<file path="config.mk">
export PLATFORM = sky130hd
export DESIGN_NAME = norm_shift_unit
export DESIGN_NICKNAME = d
export VERILOG_FILES = /design/src/rtl/cpu_pkg.sv /design/src/rtl/norm_step.sv /design/src/rtl/norm_shift_unit.sv
export SDC_FILE = /design/constraint.sdc
export NUM_CORES = 1
export LEC_CHECK = 0
export CAP_MARGIN = 15
export CORE_ASPECT_RATIO = 0.9
export CORE_UTILIZATION = 50
export DETAILED_ROUTE_END_ITERATION = 12
export GPL_TIMING_DRIVEN = 0
export PLACE_DENSITY = 0.76
export SLEW_MARGIN = 15
export SYNTH_ARGS = -nofsm -noshare
export SYNTH_HDL_FRONTEND = slang
export SYNTH_SLANG_ARGS = --single-unit
</file>
<file path="constraint.sdc">
create_clock -name clk -period 4.4 [get_ports clk]
set_clock_uncertainty 0.15 [all_clocks]
set_input_delay 1.1 -clock clk [delete_from_list [all_inputs] [get_ports clk]]
set_output_delay 1.1 -clock clk [all_outputs]
set_load 0.05 [all_outputs]
</file>
<file path="src/rtl/cpu_pkg.sv">
// Shared datapath definitions for the normalizer and its neighbours (state
// encoding, word/shift widths, shift-type codes also used by the barrel shifter).
package cpu_pkg;

  localparam int WORD_W  = 32;
  localparam int SHAMT_W = 5;
  localparam int STEPS   = 5;
  localparam logic [SHAMT_W-1:0] FIRST_STEP = 5'd16;

  typedef enum logic [1:0] {
    IDLE   = 2'd0,
    SEARCH = 2'd1,
    DONE   = 2'd2
  } norm_state_e;

  typedef enum logic [1:0] {
    SHIFT_LEFT  = 2'b00,
    SHIFT_RIGHT = 2'b01
  } shift_type_e;

endpackage

</file>
<file path="src/rtl/norm_step.sv">
// One binary-search step of the normalizer: tests the outer 'step' bits of the
// word on the side selected by dir_i and shifts them out when they are all zero.
module norm_step
  import cpu_pkg::*;
(
  input  logic [WORD_W-1:0]  work_i,
  input  logic [SHAMT_W-1:0] step_i,
  input  logic [1:0]         dir_i,
  output logic [WORD_W-1:0]  work_o,
  output logic               hit_o
);

  localparam logic [WORD_W-1:0] ONE = 1;

  logic [WORD_W-1:0] low_mask;
  logic [WORD_W-1:0] top_bits;
  logic              right;

  always_comb begin
    right    = (dir_i == SHIFT_RIGHT);
    low_mask = (ONE << step_i) - ONE;
    // Upper 'step' bits moved down to the bottom so they can be tested for zero.
    top_bits = work_i >> (6'(WORD_W) - {1'b0, step_i});
    hit_o    = right ? ((work_i & low_mask) == '0) : (top_bits == '0);
    work_o   = work_i;
    if (hit_o) begin
      work_o = right ? (work_i >> step_i) : (work_i << step_i);
    end
  end

endmodule

</file>
<file path="src/rtl/norm_shift_unit.sv">
// Multi-cycle leading-zero normalizer: five binary-search steps (16,8,4,2,1),
// valid/ready on both sides. Define NORM_TRAILING_EN to add the in_dir port
// and a trailing-zero (right-justify) mode.
//
// Handshake: a word transfers on a rising edge where in_valid && in_ready; a
// result transfers on a rising edge where out_valid && out_ready. in_ready is
// high only in IDLE, out_valid only in DONE, and DONE holds its outputs until
// the result transfers.
module norm_shift_unit
  import cpu_pkg::*;
#(
  parameter int WIDTH = 32,
  parameter int SHW   = 5
) (
  input  logic             clk,
  input  logic             rst_n,
  input  logic             in_valid,
  output logic             in_ready,
  input  logic [WIDTH-1:0] in_data,
`ifdef NORM_TRAILING_EN
  input  logic             in_dir,
`endif
  output logic             out_valid,
  input  logic             out_ready,
  output logic [WIDTH-1:0] out_data,
  output logic [SHW-1:0]   out_shamt,
  output logic             out_zero,
  output logic [1:0]       dbg_state
);

  norm_state_e      state_q, state_d;
  logic [WIDTH-1:0] work_q, work_d;
  logic [SHW-1:0]   cnt_q, cnt_d;
  logic             zero_q, zero_d;
  logic [2:0]       idx_q, idx_d;
  logic             dir_q, dir_d;

  logic [SHW-1:0]   step;
  logic [1:0]       shift_type;
  logic [WIDTH-1:0] step_work;
  logic             hit;

  assign step       = FIRST_STEP >> idx_q;
  assign shift_type = dir_q ? SHIFT_RIGHT : SHIFT_LEFT;

  norm_step u_step (
    .work_i (work_q),
    .step_i (step),
    .dir_i  (shift_type),
    .work_o (step_work),
    .hit_o  (hit)
  );

  always_comb begin
    state_d = state_q;
    work_d  = work_q;
    cnt_d   = cnt_q;
    zero_d  = zero_q;
    idx_d   = idx_q;
    dir_d   = dir_q;
    case (state_q)
      IDLE: begin
        if (in_valid) begin
          work_d  = in_data;
          cnt_d   = '0;
          zero_d  = (in_data == '0);
          idx_d   = '0;
`ifdef NORM_TRAILING_EN
          dir_d   = in_dir;
`else
          dir_d   = 1'b0;
`endif
          state_d = SEARCH;
        end
      end
      SEARCH: begin
        if (hit) begin
          work_d = step_work;
          cnt_d  = cnt_q + step;
        end
        idx_d = idx_q + 3'd1;
        if (idx_q == 3'(STEPS - 1)) begin
          state_d = DONE;
        end
      end
      DONE: begin
        if (out_ready) begin
          state_d = IDLE;
        end
      end
      default: state_d = IDLE;
    endcase
  end

  always_ff @(posedge clk) begin
    if (!rst_n) begin
      state_q <= IDLE;
      work_q  <= '0;
      cnt_q   <= '0;
      zero_q  <= 1'b0;
      idx_q   <= '0;
      dir_q   <= 1'b0;
    end else begin
      state_q <= state_d;
      work_q  <= work_d;
      cnt_q   <= cnt_d;
      zero_q  <= zero_d;
      idx_q   <= idx_d;
      dir_q   <= dir_d;
    end
  end

  // A zero word walks the count up to 31; report 0 instead.
  assign out_shamt = zero_q ? '0 : cnt_q;
  assign out_data  = work_q;
  assign out_zero  = zero_q;
  assign in_ready  = (state_q == IDLE);
  assign out_valid = (state_q == DONE);
  assign dbg_state = state_q;

endmodule

</file>
==> impl_metrics.tcl <==
set metrics [dict create \
    outcome "finished, final reports clean" \
    die_area_mm2 0.009561 \
    route.antenna.remaining_nets 0 \
    row_count 32 \
    timing_hold_violations_final 0 \
    fin_crit_sh_pct 92.14 \
    n_diodes 0 \
    crit_path_cell_trace "buf_4 > buf_4 > clkinv_1 > ha_1 > clkbuf_1 > clkbuf_2 > clkbuf_1 > mux4_2 > mux2i_1 > o21ai_0 > a222oi_1 > a211oi_1 > a31o_2" \
    placement.setup.worst_slack_ps 301.1 \
    synth_sequential_area_ratio_pct 18.77 \
    finalSetupTns_ps 0 \
    critPathCaptureType "register" \
    netSwitchingFraction_pct 46.00 \
    synth_warnings 0 \
    top_signal_layer_used "met4" \
    layout.nets 706 \
    cell_family_with_the_largest_share_of_critical_path_delay "buffers and inverters" \
    timing.hold.ws_ps 349.3 \
    synth_async_sr_flop_share_pct 0 \
    cp_num_buf_inv 6 \
    slew_violations 0 \
    routed-wl-met3_um 2141 \
    cts_root_buf "sky130_fd_sc_hd__clkbuf_8" \
    worst_setup_path_start_kind "register" \
    final.setup.worst_slack_ps 345.8 \
    worst_setup_path_type "register to register" \
    post-dp-hpwl_um 13950 \
    clock_latency_on_the_worst_skew_pair_ps 330 \
    route.layer.met1.wl_um 7382 \
    total_of_flip_flops_plus_latches_after_synthesis 43 \
    cts-root-to-sink-buffers 2 \
    synth-edff-count 0 \
    max_stage_delay_ps 460 \
    pwr-share-clk_pct 18.9 \
    hp-class "register to register" \
    totalPowerFinal_mw 1.522 \
    worst_ir_drop_vdd_mv 0.1339 \
    net_load_switching_power_mw 0.7000 \
    ios 78 \
    max_freq_mhz 246.7 \
    power_density_over_the_cells_mw_per_mm2 272.6 \
    io_buffer_count 76 \
    clock_sinks 43 \
    area_growth_syn_to_layout_pct 21.71 \
    wirelength_um 18060 \
    grt_setup_unrepaired "false" \
    die_width_um 103.0 \
    tritoncts_clock_tree "built" \
    setup_violations 0 \
    cts_max_level 2 \
    p_int_mw 0.8218 \
    leakage_nw 2.217 \
    crit_path_dat_ps 4120 \
    yosys_most_used_dff "sky130_fd_sc_hd__dfxtp_1" \
    layout.cells.most_common "sky130_fd_sc_hd__nand2_1" \
    clkTransAtPathRegs_ps 120 \
    maxCapViolCount 0 \
    yosys.cell_types.count 61 \
    number_of_antenna_violations_at_the_first_check_in_global_routing 0 \
    required_ps 4470 \
    post_synth_instance_area_mm2 0.004587 \
    first_global_vias 4963 \
    share_of_power_burned_in_combinational_logic_pct 47.7 \
    mostFrequentLayoutCells "sky130_fd_sc_hd__nand2_1, sky130_fd_sc_hd__clkdlybuf4s50_1, sky130_fd_sc_hd__mux2i_1" \
    fill_cell_instance_count_of_the_final_layout 810 \
    pin_count_of_the_biggest_net_entering_global_routing 14 \
    drive_above_1_share_pct 9.970 \
    path_max_fanout 10 \
    vias 5183 \
    die_y_um 92.87 \
    detail_route.first_pass.iterations 5 \
    grtUsageTotal_pct 39.08 \
    detail_route.iter0.violations 554 \
    mean_number_of_vias_per_cell 6.636 \
    timing.final.crit_period_ps 4054 \
    worst_case_headroom_to_the_max_slew_limit_pct 54.50 \
    grt_overflow 0 \
    power.share.sequential_pct 33.4 \
    cts_buffers 5 \
    met2WireLength_um 7763 \
    detail_route.drc_violations 0 \
    avgRoutedWirePerCell_um 23.13 \
    initial_core_utilization_pct 52.55 \
    avgSynthCellArea_um2 7.936 \
    core_mm2 0.008728 \
    critical-path-slowest-cell "sky130_fd_sc_hd__clkbuf_1" \
    transition_time_at_the_pin_with_the_least_slew_margin_ps 682.5 \
    first_pass_grt_wire_length_um 27480 \
    layout.core_utilization_pct 63.96 \
    synth_cells 578 \
    place_congestion 1.020 \
    syn_nets 623 \
]
-- kinds of logic after synthesis --
kind of cell | count (synthesis) | share of synthesized area, %
simple gates | 239 | 24.33
compound gates | 128 | 19.53
mux | 96 | 27.85
buf+inv | 57 | 5.728
flops | 43 | 18.77
fa+ha+maj | 10 | 2.837
xor+xnor | 5 | 0.9549
-- power groups by stage --
stage / Sequential (mW) / Combinational (mW) / Clock (mW)
floorplan: 0.589 / 0.383 / 0
global placement: 0.507 / 0.704 / 0
detailed placement: 0.511 / 0.710 / 0
CTS: 0.502 / 0.713 / 0.283
global route: 0.512 / 0.768 / 0.300
finish: 0.508 / 0.727 / 0.287
-- final cells by class --
type                            instances  area [um^2]  area share (%)
Sequential cell                        43        860.8           15.42
Timing Repair Buffer                   76        760.7           13.63
Tap cell                              119        148.9           2.667
Inverter                                8        30.03          0.5379
Buffer                                 49        234.0           4.191
Multi-Input combinational cell        478         3463           62.03
Clock inverter                          2        12.51          0.2241
Clock buffer                            6        72.57           1.300
-- timing repair --
| item | CTS | global route |
|---|---|---|
| hold buffers | 0 | 0 |
| gates resized for setup | 0 | 2 |
| setup endpoints to repair | 0 | 1 |
| buffers inserted | 0 | 0 |
-- worst reg2reg max path, stage by stage (launching register included) --
cell	delay, ps
sky130_fd_sc_hd__dfxtp_1	380
sky130_fd_sc_hd__buf_4	190
sky130_fd_sc_hd__buf_4	180
sky130_fd_sc_hd__clkinv_1	150
sky130_fd_sc_hd__ha_1	290
sky130_fd_sc_hd__clkbuf_1	300
sky130_fd_sc_hd__clkbuf_2	340
sky130_fd_sc_hd__clkbuf_1	460
sky130_fd_sc_hd__mux4_2	400
sky130_fd_sc_hd__mux2i_1	240
sky130_fd_sc_hd__o21ai_0	120
sky130_fd_sc_hd__a222oi_1	410
sky130_fd_sc_hd__a211oi_1	100
sky130_fd_sc_hd__a31o_2	230
-- Yosys cell counts (5+ instances only) --
master | number | area share, %
sky130_fd_sc_hd__a211oi_1 | 7 | 1.1
sky130_fd_sc_hd__nor4_1 | 13 | 1.8
sky130_fd_sc_hd__nand2_1 | 99 | 8.1
sky130_fd_sc_hd__nor2b_1 | 10 | 1.4
sky130_fd_sc_hd__mux2i_1 | 68 | 15
sky130_fd_sc_hd__a31oi_1 | 6 | 0.82
sky130_fd_sc_hd__mux4_2 | 25 | 12
sky130_fd_sc_hd__dfxtp_1 | 43 | 19
sky130_fd_sc_hd__a31o_2 | 7 | 1.3
sky130_fd_sc_hd__nor2_1 | 48 | 3.9
sky130_fd_sc_hd__ha_1 | 8 | 2.2
sky130_fd_sc_hd__a22o_1 | 10 | 1.9
sky130_fd_sc_hd__buf_2 | 9 | 0.98
sky130_fd_sc_hd__or3_1 | 6 | 0.82
sky130_fd_sc_hd__inv_1 | 7 | 0.57
sky130_fd_sc_hd__clkbuf_1 | 32 | 2.6
sky130_fd_sc_hd__nand3_1 | 17 | 1.9
sky130_fd_sc_hd__o21ai_0 | 33 | 3.6
sky130_fd_sc_hd__nand2b_1 | 6 | 0.82
sky130_fd_sc_hd__a22oi_1 | 5 | 0.82
sky130_fd_sc_hd__nor3_1 | 17 | 1.9
sky130_fd_sc_hd__o211ai_1 | 7 | 1.1
sky130_fd_sc_hd__a21o_1 | 5 | 0.82
sky130_fd_sc_hd__a21oi_1 | 17 | 1.9
-- per-layer routing --
metal	vias up	track usage, %
li1	2322	-
met1	2453	51.80
met2	352	59.44
met3	56	9.283
met4	0	18.31
met5	-	0
-- flip-flops by register name, summed over array words and instances (netlist names) --
name	cells
cnt_q	5
dbg_state	2
out_data	32
out_zero	1
idx_q	3
-- metrics by stage --
step	instance area, um^2	cells
after floorplan	4587	578
after global placement	5497	773
after detailed placement	5497	773
after CTS	5582	781
after global routing	5583	781
final	5583	781
-- worst paths after layout --
check                              from                   endpoint  slack, ps  depth (start not counted)
setup / recovery  idx_q[2]$_SDFFE_PN0P_  out_data[27]$_SDFFE_PN0P_        350                         13
hold / removal    cnt_q[0]$_SDFFE_PN0P_      cnt_q[0]$_SDFFE_PN0P_        350                          2
setup reg to reg  idx_q[2]$_SDFFE_PN0P_  out_data[27]$_SDFFE_PN0P_        350                         13
hold reg to reg   cnt_q[0]$_SDFFE_PN0P_      cnt_q[0]$_SDFFE_PN0P_        350                          2
Power figures use the tool's default switching activity.
